==> config.mk <==
export PLATFORM = sky130hd
export DESIGN_NAME = rst_seq_ctrl
export DESIGN_NICKNAME = d
export VERILOG_FILES = /design/src/rtl/rst_seq_pkg.sv /design/src/rtl/rst_sync2.sv /design/src/rtl/rst_seq_ctrl.sv
export SDC_FILE = /design/constraint.sdc
export NUM_CORES = 1
export LEC_CHECK = 0
export CORE_MARGIN = 2
export CORE_UTILIZATION = 55
export CTS_BUF_LIST = sky130_fd_sc_hd__clkbuf_8 sky130_fd_sc_hd__clkbuf_16
export DETAILED_ROUTE_END_ITERATION = 6
export PLACE_DENSITY = 0.8
export REMOVE_ABC_BUFFERS = 1
export SLEW_MARGIN = 25
export SYNTH_ARGS = -nofsm -noshare
export SYNTH_HDL_FRONTEND = slang
export SYNTH_SLANG_ARGS = --single-unit
==> constraint.sdc <==
create_clock -name clk -period 1.85 [get_ports clk]
set_input_delay 0.2775 -clock clk [delete_from_list [all_inputs] [get_ports clk]]
set_output_delay 0.2775 -clock clk [all_outputs]
set_load 0.01 [all_outputs]
==> src/rtl/rst_seq_pkg.sv <==
// Shared constants for the reset sequencer: state encoding and counter width.
package rst_seq_pkg;

    localparam int CNT_W = 8;

    typedef logic [2:0] state_t;

    localparam state_t RST  = 3'd0;
    localparam state_t SEQ  = 3'd1;
    localparam state_t DONE = 3'd2;
    localparam state_t SWH  = 3'd3;
    localparam state_t SWA  = 3'd4;

endpackage

==> src/rtl/rst_sync2.sv <==
// Two-flop reset synchronizer: asserts asynchronously, deasserts two clk edges
// after rst_async goes high.
module rst_sync2 (
    input  logic clk,
    input  logic rst_async,
    output logic rst_s
);

    logic [1:0] sync_q;
    logic [1:0] sync_d;

    always_comb begin
        sync_d = {sync_q[0], 1'b1};
    end

    // NOTE: sequential state uses non-blocking assignments so every flop samples
    // pre-edge values regardless of statement order.
    always_ff @(posedge clk or negedge rst_async) begin
        if (!rst_async) begin
            sync_q <= '0;
        end else begin
            sync_q <= sync_d;
        end
    end

    assign rst_s = sync_q[1];

endmodule

==> src/rtl/rst_seq_ctrl.sv <==
// Reset sequencer: releases N_DOM active-low domain resets in order after
// power-on or a software reset handshake.
module rst_seq_ctrl
    import rst_seq_pkg::*;
#(
    parameter int N_DOM    = 3,
    parameter int HOLD_CYC = 16,
    parameter int SW_HOLD  = 8
) (
    input  logic             clk,
    input  logic             rst_async,
    input  logic             sw_rst_req,
    output logic             sw_rst_ack,
    output logic [N_DOM-1:0] dom_rst_n,
    output logic             seq_done
);

    localparam logic [CNT_W-1:0] HOLD_TC = CNT_W'(HOLD_CYC - 1);
    localparam logic [CNT_W-1:0] SW_TC   = CNT_W'(SW_HOLD - 1);

    logic rst_s;

    rst_sync2 u_rst_sync2 (
        .clk       (clk),
        .rst_async (rst_async),
        .rst_s     (rst_s)
    );

    state_t             state_q, state_d;
    logic [CNT_W-1:0]   cnt_q, cnt_d;
    logic [N_DOM-1:0]   dom_q, dom_d;
    logic               done_q, done_d;
    logic               ack_q, ack_d;

    always_comb begin
        // NOTE: every output of this block gets a default first so no path leaves
        // a signal unassigned and infers a latch.
        state_d = state_q;
        cnt_d   = cnt_q;
        dom_d   = dom_q;
        done_d  = done_q;
        ack_d   = ack_q;

        case (state_q)
            RST: begin
                cnt_d  = '0;
                dom_d  = '0;
                done_d = 1'b0;
                ack_d  = 1'b0;
                if (rst_s) begin
                    state_d = SEQ;
                end
            end
            SEQ: begin
                if (cnt_q == HOLD_TC) begin
                    cnt_d = '0;
                    dom_d = {dom_q[N_DOM-2:0], 1'b1};
                    // The top bit is being released on this edge.
                    if (dom_q[N_DOM-2]) begin
                        state_d = DONE;
                        done_d  = 1'b1;
                    end
                end else begin
                    cnt_d = cnt_q + CNT_W'(1);
                end
            end
            DONE: begin
                if (sw_rst_req) begin
                    state_d = SWH;
                    cnt_d   = '0;
                    dom_d   = '0;
                    done_d  = 1'b0;
                end
            end
            SWH: begin
                if (cnt_q == SW_TC) begin
                    state_d = SWA;
                    cnt_d   = '0;
                    ack_d   = 1'b1;
                end else begin
                    cnt_d = cnt_q + CNT_W'(1);
                end
            end
            SWA: begin
                if (!sw_rst_req) begin
                    state_d = SEQ;
                    cnt_d   = '0;
                    ack_d   = 1'b0;
                end
            end
            default: begin
                state_d = RST;
                cnt_d   = '0;
                dom_d   = '0;
                done_d  = 1'b0;
                ack_d   = 1'b0;
            end
        endcase
    end

    always_ff @(posedge clk or negedge rst_async) begin
        if (!rst_async) begin
            state_q <= RST;
            cnt_q   <= '0;
            dom_q   <= '0;
            done_q  <= 1'b0;
            ack_q   <= 1'b0;
        end else begin
            state_q <= state_d;
            cnt_q   <= cnt_d;
            dom_q   <= dom_d;
            done_q  <= done_d;
            ack_q   <= ack_d;
        end
    end

    assign dom_rst_n  = dom_q;
    assign seq_done   = done_q;
    assign sw_rst_ack = ack_q;

endmodule

==> metrics.txt <==
status finished, final reports clean; Critical Path AT approximately 1.8 ns; Yosys top cell area share 0.482; height of the die 45.2 um; core area 0.00154 sq mm; slowest stage delay, CP around 0.57 ns; FF-to-FF setup slack 0.15 ns; worst path required time 1.97 ns; post-synthesis sequential area ratio 0.482; wirelength, routed 1900 um; sw frac 0.366; Hold WS 0.349 ns; Worst-path clk slew 0.07 ns; Worst setup SP type register; htree depth 1; fmax a little under 0.6 GHz; Antenna Violating Nets Remaining 0; HP Class in2async; Die Area 0.00205 sq mm; first-pass GRT wire length 3200 um; IO Count 8; setup TNS 0 ns; gr usage total 0.220; total gr overflow 0; CP Capture Type register; Die W 45.2 um; P_int 0.00101 W; vias after detailed routing approximately 800; hpwl dp 1320 um; post-synth top area cell dfrtp_1; number of flops mapped to enable cells by yosys 0; max_cap viols 0; nets@finish about 120; Critical Path Fanout Max 7; clock sinks 18; Worst VDD drop ~840 uV; Clock Root Buffer clkbuf_8; CP endpoint cnt_q[3]$_DFFE_PN0P_; Async S/R FF share, synth 1.00; Clock Power Share 0.199; Primary FF master, synth dfrtp_1; crit path launch cnt_q[4]$_DFFE_PN0P_; worst r2r dst cnt_q[3]$_DFFE_PN0P_; Net Switching between 0.0005 and 0.0006 W; vias in the first global route ~760; Critical Setup Path Class reg2reg; commonest cells in the netlist 18 x dfrtp_1, 11 x nand2_1, 9 x nand3_1, 8 x o21ai_0, 4 x nor3_1; Inst Count DP ~130; number of buffers created by CTS 3; TritonCTS clock tree done; final worst path period need around 1.7 ns; later-pin clock latency in the skew report 0.25 ns; Residual DRC 0; power density cells 1430 mW/mm^2; starting density of the core 0.606; largest net degree at the start of global routing 19; top cells by area, synth dfrtp_1 48%, nand3_1 4.8%, nand2_1 4.4%; Syn Std Cell Area about 930 sq um; synthesized instance count 98; unrepaired setup endpoints after global routing false; reg2reg path depth 4; initial antenna violation count 0; worst-path cell chain or4_4, o31ai_4, buf_4, o311ai_1; post-cts sizing count 0; syn avg cell area 9.54 sq um; worst r2r src cnt_q[4]$_DFFE_PN0P_; sequential cell fraction of total power 0.405; Comb pwr share 0.396; port bufs 7; DRT iter0 DRCs 37; final max-slew violation count 0; Vias per Instance between 6 and 7; CTS Buffer Depth 2; num rows 14; Tcrit/Tclk final 0.922; count leader, synth dfrtp_1; critical path's slowest cell or4_4; Yosys warning count 0; post-CTS setup buffers 0; Cell variety after synth 38; share of post-route cells with drive strength above 1 0.159; # diodes 0; Max Clock Skew 0.00300 ns; cts-stage hold buffer count 0; Wirelength per Cell 14.8 um; TritonRoute pass-1 iters 4; final weighted congestion in routability-driven placement 0.825; #FFs+latches synth 18; Area Growth Syn to Fin 19.8%; Static Leak 0.477 nW; non-filler cells, final 129; setup violators final 0; Final Hold Viols 0
layout make-up:
type,count,area (sq um)
Fill cell,114,422
Tap cell,16,20.0
Multi-Input combinational cell,73,453
Clock buffer,4,55.1
Sequential cell,18,450
Inverter,3,11.3
Timing Repair Buffer,15,130
per-stage QoR:
step	util	worst slack (ns)	cell area (sq um)	total power (W)
floorplan	-	0.131	915	0.00103
global placement	0.691	0.0895	1060	0.00125
detailed placement	0.691	0.0609	1060	0.00128
CTS	0.726	0.0606	1120	0.00160
global route	0.726	0.0600	1120	0.00170
finish	0.726	0.145	1120	0.00160
worst min-delay path by stage:
stage,slack [ns],cells past startpoint,to
after floorplan,-0.02,0,cnt_q[0]$_DFFE_PN0P_
after global routing,0.36,0,u_rst_sync2.sync_q[1]$_DFF_PN0_
after detailed placement,0.34,0,u_rst_sync2.sync_q[1]$_DFF_PN0_
after global placement,0.33,0,u_rst_sync2.sync_q[1]$_DFF_PN0_
after CTS,0.36,2,state_q[1]$_DFFE_PN0P_
final,0.35,2,state_q[0]$_DFFE_PN0P_
layer usage:
layer	part of all wire	GRT usage
met5	0	0
met4	0.0047	0.100
met3	0.055	0.0520
met2	0.47	0.340
met1	0.47	0.293
critical path: cells and delay by family (launching register included):
family | cells | cell delay [ns]
AO/OA/AOI/OAI | 2 | 0.44
buffers and inverters | 1 | 0.19
flip-flops | 1 | 0.38
AND/OR/NAND/NOR | 1 | 0.57
cell families (layout without fill, tap and decap cells):
logic type               after synthesis  count (layout)  synth area share
AND/OR/NAND/NOR                       44              44             0.252
AO/OA/AOI/OAI                         24              24             0.187
flip-flops                            18              18             0.482
buffers and inverters                  7              22            0.0335
XOR/XNOR                               3               3            0.0281
adder cells (fa/ha/maj)                1               1            0.0134
other                                  1               1           0.00401
sequential cells by signal, indices dropped and copies added (netlist names):
name                flops
sw_rst_ack              1
seq_done                1
u_rst_sync2.sync_q      2
cnt_q                   8
dom_rst_n               3
state_q                 3
cells in the final DEF, fill, tap and decap left out, drive strengths merged, types with 2 or more instances in the layout:
master / count
nor2: 3
clkbuf: 4
a31oi: 3
clkdlybuf4s50: 7
nor2b: 2
dfrtp: 18
a22o: 2
o21ai: 8
buf: 8
inv: 3
xnor2: 2
nor3: 4
nand3: 9
nand2b: 3
or3: 5
nand2: 11
o31ai: 2
power groups by stage:
stage,Clock [W],Combinational [W],Sequential [W]
floorplan,0,0.000366,0.000660
finish,0.000318,0.000632,0.000647
global route,0.000345,0.000696,0.000662
detailed placement,0,0.000627,0.000651
global placement,0,0.000612,0.000642
CTS,0.000324,0.000631,0.000643
No activity file was read; power rests on OpenSTA's default activity.
